`config.mk`:
```
export PLATFORM = sky130hd
export DESIGN_NAME = serial_tx_arbiter
export DESIGN_NICKNAME = d
export VERILOG_FILES = /design/src/rtl/serial_tx_arbiter.sv
export SDC_FILE = /design/constraint.sdc
export NUM_CORES = 1
export LEC_CHECK = 0
export CAP_MARGIN = 30
export CORE_UTILIZATION = 35
export CTS_CLUSTER_SIZE = 20
export DETAILED_ROUTE_END_ITERATION = 10
export GPL_TIMING_DRIVEN = 0
export HOLD_SLACK_MARGIN = 0.02
export RECOVER_POWER = 50
export SETUP_SLACK_MARGIN = 0.5
export SLEW_MARGIN = 30
export SYNTH_ARGS = -nofsm -noshare
export SYNTH_HDL_FRONTEND = slang
export SYNTH_SLANG_ARGS = --single-unit
```
`constraint.sdc`:
```
create_clock -name clk -period 2.8 [get_ports clk]
set_input_delay 0.56 -clock clk [delete_from_list [all_inputs] [get_ports clk]]
set_output_delay 0.56 -clock clk [all_outputs]
set_load 0.01 [all_outputs]
```
`src/rtl/serial_tx_arbiter.sv`:
```
// ============================================================================
// Module   : serial_tx_arbiter
// Brief    : Two-requester round-robin arbiter feeding an 8N1 serial framer.
//            Optional even-parity bit enabled by SERIAL_TX_ARBITER_PARITY_EN.
// Revision : 1.0  initial release
// ============================================================================
`default_nettype none

module serial_tx_arbiter #(
   parameter int CLKS_PER_BIT = 16
) (
   input  logic       clk,
   input  logic       reset,
   input  logic       req0,
   input  logic [7:0] data0,
   output logic       gnt0,
   input  logic       req1,
   input  logic [7:0] data1,
   output logic       gnt1,
   output logic       serial_out,
   output logic       busy
);

`ifdef SERIAL_TX_ARBITER_PARITY_EN
   typedef enum logic [2:0] {
      S_IDLE   = 3'd0,
      S_START  = 3'd1,
      S_DATA   = 3'd2,
      S_PARITY = 3'd3,
      S_STOP   = 3'd4
   } state_t;
`else
   typedef enum logic [2:0] {
      S_IDLE  = 3'd0,
      S_START = 3'd1,
      S_DATA  = 3'd2,
      S_STOP  = 3'd4
   } state_t;
`endif

   localparam logic [9:0] c_BAUD_LAST = 10'(CLKS_PER_BIT - 1);

   state_t     r_state;
   logic [9:0] r_baud;
   logic [2:0] r_bit_idx;
   logic [7:0] r_data;
   logic       r_last;
   logic       r_gnt0;
   logic       r_gnt1;
   logic       r_serial;

   logic       w_any_req;
   logic       w_pick1;
   logic       w_bit_end;
   logic       w_grant;
   logic [2:0] w_next_idx;

   assign w_any_req  = req0 | req1;
   // Requester 1 wins when alone, or on a tie when requester 0 was served last.
   assign w_pick1    = req1 & (~req0 | ~r_last);
   assign w_bit_end  = (r_baud == c_BAUD_LAST);
   assign w_grant    = w_any_req & ((r_state == S_IDLE) | ((r_state == S_STOP) & w_bit_end));
   assign w_next_idx = r_bit_idx + 3'd1;

   always_ff @(posedge clk or negedge reset) begin
      if (!reset) begin
         r_state   <= S_IDLE;
         r_baud    <= '0;
         r_bit_idx <= '0;
         r_data    <= '0;
         r_last    <= 1'b1;
         r_gnt0    <= 1'b0;
         r_gnt1    <= 1'b0;
         r_serial  <= 1'b1;
      end else begin
         r_gnt0 <= 1'b0;
         r_gnt1 <= 1'b0;
         if (w_grant) begin
            // Same edge serves IDLE pickup and back-to-back STOP-end handover.
            r_state   <= S_START;
            r_serial  <= 1'b0;
            r_baud    <= '0;
            r_bit_idx <= '0;
            r_data    <= w_pick1 ? data1 : data0;
            r_gnt0    <= ~w_pick1;
            r_gnt1    <= w_pick1;
            r_last    <= w_pick1;
         end else begin
            case (r_state)
               S_IDLE: begin
                  r_serial <= 1'b1;
                  r_baud   <= '0;
               end
               S_START: begin
                  if (w_bit_end) begin
                     r_baud    <= '0;
                     r_bit_idx <= '0;
                     r_serial  <= r_data[0];
                     r_state   <= S_DATA;
                  end else begin
                     r_baud <= r_baud + 10'd1;
                  end
               end
               S_DATA: begin
                  if (w_bit_end) begin
                     r_baud <= '0;
                     if (r_bit_idx == 3'd7) begin
`ifdef SERIAL_TX_ARBITER_PARITY_EN
                        r_serial <= ^r_data;
                        r_state  <= S_PARITY;
`else
                        r_serial <= 1'b1;
                        r_state  <= S_STOP;
`endif
                     end else begin
                        r_bit_idx <= w_next_idx;
                        r_serial  <= r_data[w_next_idx];
                     end
                  end else begin
                     r_baud <= r_baud + 10'd1;
                  end
               end
`ifdef SERIAL_TX_ARBITER_PARITY_EN
               S_PARITY: begin
                  if (w_bit_end) begin
                     r_baud   <= '0;
                     r_serial <= 1'b1;
                     r_state  <= S_STOP;
                  end else begin
                     r_baud <= r_baud + 10'd1;
                  end
               end
`endif
               S_STOP: begin
                  if (w_bit_end) begin
                     r_baud   <= '0;
                     r_serial <= 1'b1;
                     r_state  <= S_IDLE;
                  end else begin
                     r_baud <= r_baud + 10'd1;
                  end
               end
               default: begin
                  r_state  <= S_IDLE;
                  r_baud   <= '0;
                  r_serial <= 1'b1;
               end
            endcase
         end
      end
   end

   assign gnt0       = r_gnt0;
   assign gnt1       = r_gnt1;
   assign serial_out = r_serial;
   assign busy       = (r_state != S_IDLE);

endmodule

`default_nettype wire
```
==> metrics.yaml <==
logic_synthesis:
  ys_ff_latch: 28
  synth_nets: 168
  avgSynthCellArea_sq_um: 10.4
  ys_warn_count: 0
  synth.distinct_cells: 41
  yosys_most_used_dff: "dfrtp_1"
  yosys.area.top_type: "dfrtp_1"
  postSynthCellCount: 145
  synth_commonest_cells: "26 x dfrtp_1, 15 x nor2_1, 14 x nand2_1, 9 x nor3_1"
  synth_area_leaders: "dfrtp_1 43%, a221o_1 5.3%, nor2_1 3.7%, dfstp_2 3.5%, nand2_1 3.5%"
  yosys.cell_count.top_type: "dfrtp_1"
  ys_seq_area_share_pct: 46.8
  synth_edf_count: 0
  synth_top_area_share_pct: 43.3
  synthArstFlopShare_pct: 100
  netlist_area_sq_um: 1500
clock_tree:
  post_cts_buffers: 0
  cts_tree: "done"
  clkLatencyLatePin_ns: 0.28
  clk_pin_slew_ns: 0.10
  htree_num_levels: 1
  numClockSinks: 28
  numCtsBuffers: 3
  cts_buffer_depth: 2
  root_buffer: "clkbuf_8"
floorplan:
  die-width_um: 67.6
  rows: 23
  initial_core_util_pct: 37.1
  fp.dieArea_sq_um: 4560
  io_pins: 24
  fp.dieH_um: 67.6
  coreArea_sq_um: 4060
critical_path:
  cp.arrival_ns: 1.60
  path_max_fanout: 9
  cp_data_required_time_ns: 2.24
  cpPeakStageDelay_ns: 0.47
  worstSetupEndpointType: "primary output"
  crit_path_top_delay_cell: "clkdlybuf4s50_1"
  path_cells: "buf_2 > nor2_1 > nand2_1 > clkdlybuf4s50_1"
  startpoint_type: "flop"
  crit_type: "reg -> out"
detailed_routing:
  wl_per_cell_um: 14.4
  wl_met2_mm: 1.41
  drt-met1-wl_mm: 1.64
  top_layer: "met4"
  dr_wl_met3_um: 112
  vias: 1179
  routed_via_density: 5.31
  ant_nets: 0
  wirelength_mm: 3.19
  drt_iter0_drc: 48
  firstDrtPassIters: 4
  drc: 0
run:
  max-cap-violations: 1
timing:
  drv_slew: 0
  clock-skew-final_ns: 0.0111
  setup_viol: 0
  relSlewSlack_pct: 0.377
  min_period_over_period_pct: 77.0
  rsz0062_at_grt: "no"
  min_period_ns: 2.16
  worst_pin_slew_ns: 1.49
  hold_violations: 0
  setup_tns_ns: 0
  fmax_mhz: 464
final_layout:
  drive_above_1_share_pct: 12.2
  antenna_cells: 0
  syn_to_final_growth_pct: 23.4
  layout.nets: 196
  design_area_sq_um: 1860
  finalNonFillerCells: 222
placement:
  dpl.hpwl_mm: 2.38
  dp.cells: 218
  port_buffers: 23
  routabilityCongestion: 0.781
  place_area_sq_um: 1790
global_routing:
  grt_first_pass_wirelength_mm: 5.21
  gr-total-overflow: 0
  grt_max_degree: 29
  first_global_vias: 1085
  antenna_found_initial: 0
  grtUsageTotal_pct: 15.5
pwr:
  peakVddDrop_uv: 167
  power_density_nw_per_um2: 392
  p_leak_nw: 0.804
worst_hold_path:
  hp-class: "reg -> reg"
status:
  outcome: "finished, violations left"
  violations: "capacitance limit"
## logic make-up after synthesis
family                     count (synthesis)  share of synthesized area (%)
DFF                                       28                           46.8
muxes                                      3                           3.66
AOI/OAI and AO/OA                         27                           14.3
buffers and inverters                     11                           3.91
adders and majority gates                  3                           2.50
and+or+nand+nor                           64                           23.6
xor gates and xnor gates                   9                           5.24
## flip-flops by register name, indices dropped and copies added, names as in the netlist
register    cells
gnt1            1
r_bit_idx       3
r_data          8
gnt0            1
r_last          1
r_baud         10
serial_out      1
r_state         3
## layout make-up
class	count	area (sq um)
clock buffers	4	55.1
fillers	377	2200
multi-input cells	106	751
plain buffers	7	45.0
flip-flops and latches	28	703
well taps	50	62.6
repair buffers	23	224
inverters	4	15.0
## metal layers
metal	track usage, %	vias to the layer above
li1	-	582
met1	23.4	562
met2	22.5	33
met3	2.03	2
met4	4.79	0
met5	0	-
## timing repair
item,CTS,global route
endpoints found under the setup margin,0,9
hold buffers,0,0
gates resized for setup,0,3
## critical path: cells and delay by family (launching register included)
family                 cells  cell delay [ns]
flip-flops                 1             0.37
AND/OR/NAND/NOR            2             0.30
buffers and inverters      2             0.65
## report_power, final
group | internal (mW) | total [mW] | switching (mW)
sequential | 0.413 | 0.417 | 0.00456
clock | 0.126 | 0.256 | 0.130
combinational | 0.0343 | 0.0541 | 0.0198
total | 0.573 | 0.727 | 0.154
## layout by cell type (no fill, tap or decap), types with 2 or more instances in the layout
cell type        instances
a221o_1                  8
a22oi_1                  2
and3_1                   2
buf_2                    2
buf_6                    2
clkbuf_1                 2
clkbuf_8                 4
clkdlybuf4s50_1         21
dfrtp_1                 26
dfstp_2                  2
ha_1                     3
inv_1                    4
mux4_2                   2
nand2_1                 14
nand2b_1                 2
nand3_1                  7
nand4_1                  3
nor2_1                  15
nor3_1                   9
nor4_4                   3
o21ai_0                  8
o31ai_1                  2
xnor2_1                  3
xor2_1                   6
## metrics by stage
step	total power [mW]	worst slack [ns]	hold slack [ns]	util (%)
6_report	0.727	0.643	0.489	45.7
5_1_grt	0.751	0.510	0.518	45.7
4_1_cts	0.729	0.592	0.311	45.5
3_5_place_dp	0.481	0.459	0.480	44.2
3_3_place_gp	0.479	0.490	0.467	44.3
2_1_floorplan	0.440	0.851	0.264	-
## worst paths after layout
check | endpoint | startpoint | cells past startpoint | slack, ns
max | busy | r_state[0] | 4 | 0.64
min | r_baud[0] | r_baud[0] | 1 | 0.49
max reg2reg | r_bit_idx[0] | r_bit_idx[0] | 6 | 0.65
min reg2reg | r_baud[0] | r_baud[0] | 1 | 0.49
max in group asynchronous | r_baud[0] | reset | 1 | 1.30
min in group asynchronous | gnt0 | reset | 1 | 0.62
(Power assumes the default switching activity.)
==> variant 1 (same flow settings) <==
Encoding of `state_t`: now one-hot (4 bits for 4 states).
--- a/src/rtl/serial_tx_arbiter.sv
+++ b/src/rtl/serial_tx_arbiter.sv
@@ -32,7 +32,7 @@
 `else
-   typedef enum logic [2:0] {
-      S_IDLE  = 3'd0,
-      S_START = 3'd1,
-      S_DATA  = 3'd2,
-      S_STOP  = 3'd4
+   typedef enum logic [3:0] {
+      S_IDLE  = 4'b0001,
+      S_START = 4'b0010,
+      S_DATA  = 4'b0100,
+      S_STOP  = 4'b1000
    } state_t;
Function: no difference found for any inputs over 10 cycles, from zero or initial values and one cycle with reset low; not proved beyond that.
==> variant 1 against the original RTL <==
The run ends with max-capacitance violations, max-slew violations left. First-iteration DRC count increased by 23%. Via count increased by 3.6%. Register-to-register slack improved by 0.12 ns. Die area decreased by 0.89%. Sequential cell count increased by 1. Critical path depth increased by 2. Cell area increased by 1.4%. Worst setup slack improved by 0.072 ns. Synthesized cell count increased by 1.4%. Sequential share of layout area increased by 0.87 points. Routed wire length about the same. Count of clock-buffer cells in the layout increased by 3. Critical path type is now input port to flip-flop. Area after synthesis decreased by 0.92%.
Power is not compared: it rests on default switching activity, and its combinational part moved more than twofold at a synthesized area within 25%.
==> variant 1: results (changes against the original RTL) <==
| Metric | Value |
|---|---|
| Status | complete, but fails checks |
| Violated checks | max-capacitance violations, max-slew violations |
| Clock buffers created by TritonCTS | 5 (+2) |
| Largest clock skew in the final design | 0.007202 ns (-0.003927 ns) |
| Number of nets at the end of the flow | 200 (+2.0%) |
| Type of the worst setup path | input port to flip-flop |
| Portion of the layout cell area used by clock cells | 5.386% (+2.4 points) |
| Dominant cells by area after synthesis | dfrtp_1 44%, nor2_1 6.5%, a221o_1 5.4%, dfstp_2 5.3%, nand2_1 5.0% |
| Syn Inst Count | 147 (+1.4%) |
| Layout cell share with drive strength beyond 1 | 15.17% (+3.0 points) |
| Setup WS pre-CTS | 0.4352 ns (-0.02404 ns) |
| Share of cell area taken by multi-input logic gates | 37.70% (-2.8 points) |
| Wire length of the first global-routing pass | 5623 µm (+7.9%) |
| Number of signal-net buffers in the layout | 29 (-3.3%) |
| Global placer's final weighted congestion | 0.8766 (+12%) |
| Largest registers | r_baud x10, r_data x8, r_state x4 |
| Number of flip-flops and latches | 29 (+3.6%) |
| Arrival time of data at the critical path endpoint | 2.26 ns (+0.66 ns) |
| Startpoint of the most critical hold path | r_last |
| Total via count in the routed design | 1222 (+3.6%) |
| Via density | 5.360 (+0.92%) |
| Clock buffers | 7 (+3) |
| Proportion of cell area occupied by registers | 38.76% (+0.87 points) |
| Max-cap violation count | 1 (unchanged) |
| Max-slew violation total from the final report | 30 (+30) |
| Clock transition at the register clock pins on the worst setup and hold paths after CTS | 0.07 ns (-0.03 ns) |
| Sum of routed wire length over all layers | 3185 µm (about the same) |
| Resize count post-CTS | 1 (+1) |
| Hold EP | r_last |
| Largest fanout on the critical path | 4 (-5) |
-- variant 1: cell types whose count changed after synthesis, moves of 4 or more --
cell	before	now
buf_2	2	6
nand2_1	14	20
nor2_1	15	26
nor3_1	9	1
o21ai_0	8	3
-- variant 1: cells by family (layout without fill, tap and decap cells) --
| family | count (synthesis) | after routing | synth area share, % |
|---|---|---|---|
| AO/OA/AOI/OAI | 24 | 24 | 13.52 |
| XOR/XNOR | 9 | 9 | 5.290 |
| adder cells (fa/ha/maj) | 3 | 3 | 2.519 |
| buffers and inverters | 11 | 42 | 3.610 |
| flip-flops | 29 | 29 | 48.95 |
| multiplexers | 5 | 5 | 5.289 |
| AND/OR/NAND/NOR | 66 | 66 | 20.82 |
-- variant 1: layer usage --
layer | up-vias | wire length (µm) | GRT usage (%) | part of all wire, %
li1 | 586 | - | - | -
met4 | 0 | 77 | 8.777 | 2.4
met2 | 25 | 1586 | 29.13 | 50
met5 | - | 0 | 0 | 0
met1 | 605 | 1383 | 19.66 | 43
met3 | 6 | 138 | 5.405 | 4.3
==> variant 2 (config.mk and constraints unchanged) <==
Without the edit above. The parameter `CLKS_PER_BIT` goes from 16 to 8.
--- a/src/rtl/serial_tx_arbiter.sv
+++ b/src/rtl/serial_tx_arbiter.sv
@@ -9,3 +9,3 @@
 module serial_tx_arbiter #(
-   parameter int CLKS_PER_BIT = 16
+   parameter int CLKS_PER_BIT = 8
 ) (
Check against the original RTL: not equivalent (a bounded check fails within 10 cycles, from zero or initial values and one cycle with reset low).
==> variant 2 against the original RTL <==
Clock skew shrank 0.0064 ns. Total power shrank 0.54%. Cell area shrank 1.6%. Sequential cell count is the same. Area after synthesis shrank 1.7%. Sequential power is essentially flat. Largest power group unchanged. Routed wire length grew 4.4%. Worst setup slack lost 0.19 ns. Highest routed layer unchanged. Synthesized cell count shrank 4.1%. Critical path depth shrank 1. First-iteration DRC count grew 81%. Combinational power shrank 4.3%.
==> variant 2: results (changes against the original RTL) <==
| Metric | Value |
|---|---|
| Status | finished clean |
| Number of filler cells placed in the layout | 378 (+0.27%) |
| Hold Crit Class | flip-flop to flip-flop |
| Slew @ Worst Pin | 1.473 ns (-0.02108 ns) |
| Layout cell share with drive strength beyond 1 | 10.24% (-2.0 points) |
| Number of placed instances, taps included | 212 (-2.8%) |
| Via density | 5.444 (+2.5%) |
| Total length of routed met3 wires | 100 µm (-11%) |
| Number of nets at the end of the flow | 190 (-3.1%) |
| Setup slack of the most critical reg-to-reg path | 0.63 ns (-0.02 ns) |
| Arrival time of data at the critical path endpoint | 1.78 ns (+0.18 ns) |
| Global-route total usage across every layer | 17.73% (+2.3 points) |
| Static leakage power | 0.7522 nW (-6.4%) |
| Syn Inst Count | 139 (-4.1%) |
| Worst-case hold slack | 0.5196 ns (+0.03087 ns) |
| Average wire length per cell after detail routing | 15.40 µm (+7.3%) |
| Number of global-route vias before repair | 1257 (+16%) |
| Sum of net half-perimeters after detailed placement | 2404 µm (+0.97%) |
| Fraction of the yosys area taken by sequential cells | 47.59% (+0.83 points) |
| Largest clock skew in the final design | 0.004713 ns (-0.006416 ns) |
| Detailed-routing wirelength on met1 | 1519 µm (-7.5%) |
| Dominant cells by area after synthesis | dfrtp_1 44%, a221o_1 5.4%, xor2_1 4.7%, dfstp_2 3.6%, nor3_1 3.0% |
| Sum of routed wire length over all layers | 3327 µm (+4.4%) |
| Wire length of the first global-routing pass | 5802 µm (+11%) |
| Maximum vdd drop | 215.2 µV (+29%) |
| Count of distinct cell types in the synthesized netlist | 40 (-2.4%) |
| Number of nets produced by synthesis | 162 (-3.6%) |
| DR iter-0 viols | 87 (+81%) |
| Internal power | 570.6 µW (-0.42%) |
| Largest fanout on the critical path | 10 (+1) |
| Global placer's final weighted congestion | 0.8342 (+6.8%) |
[variant 2: cell count changes after synthesis, moves of 2 or more]
| cell | before | now |
|---|---|---|
| a22oi_1 | 2 | 0 |
| a21oi_1 | 1 | 3 |
| and3_1 | 2 | 5 |
| nand2_1 | 14 | 12 |
| nor2_1 | 15 | 11 |
| o21ai_0 | 8 | 4 |
| xnor2_1 | 3 | 1 |
| xor2_1 | 6 | 8 |
[variant 2: cells by family after synthesis]
kind of cell / synth area share [%]
simple gates: 23.12
flops: 47.59
compound gates: 14.06
buf+inv: 3.640
xor+xnor: 5.335
mux: 3.725
fa+ha+maj: 2.540
[variant 2: layer usage]
metal  up-vias  track usage, %
met2        25           31.57
li1        567               -
met3         5           3.425
met1       579           21.19
met4         0           5.585
met5         -               0
[variant 2: power by group through the flow]
stage / registers [mW] / logic (mW) / clock network, mW
floorplan: 0.422 / 0.0166 / 0
global placement: 0.423 / 0.0526 / 0
detailed placement: 0.423 / 0.0532 / 0
CTS: 0.415 / 0.0533 / 0.260
global route: 0.416 / 0.0585 / 0.280
finish: 0.416 / 0.0518 / 0.256
[variant 2: path summary, 6_finish.rpt]
check	startpoint	end	cells after the start
setup / recovery	r_state[0]	busy	3
hold / removal	r_data[4]	r_data[4]	1
setup reg to reg	r_baud[0]	r_data[5]	7
hold reg to reg	r_data[4]	r_data[4]	1
max in group asynchronous	reset	r_bit_idx[1]	1
min in group asynchronous	reset	r_baud[5]	1
[variant 2: what timing repair did]
action,in CTS,in global routing
pin swaps,0,0
setup endpoints to repair,1,3
endpoints found under the hold margin,0,0
resized for setup,1,3
[variant 2: cell type report]
| class | count | share of cell area, % |
|---|---|---|
| plain buffers | 6 | 2.125 |
| clock buffers | 4 | 3.016 |
| inverters | 4 | 0.8225 |
| multi-input cells | 101 | 39.82 |
| flip-flops and latches | 28 | 38.52 |
| well taps | 50 | 3.427 |
| repair buffers | 23 | 12.27 |
[variant 2: metrics by stage]
step | area, µm² | worst slack (ns)
global route | 1826 | 0.3677
detailed placement | 1765 | 0.4452
CTS | 1822 | 0.5383
finish | 1826 | 0.4575
floorplan | 1478 | 0.8896
global placement | 1770 | 0.4921
[variant 2: worst max-delay path: stages (launching register included)]
cell and delay [ns]:
dfrtp_1 0.37, clkbuf_1 0.25, or3_1 0.40, clkdlybuf4s50_1 0.48
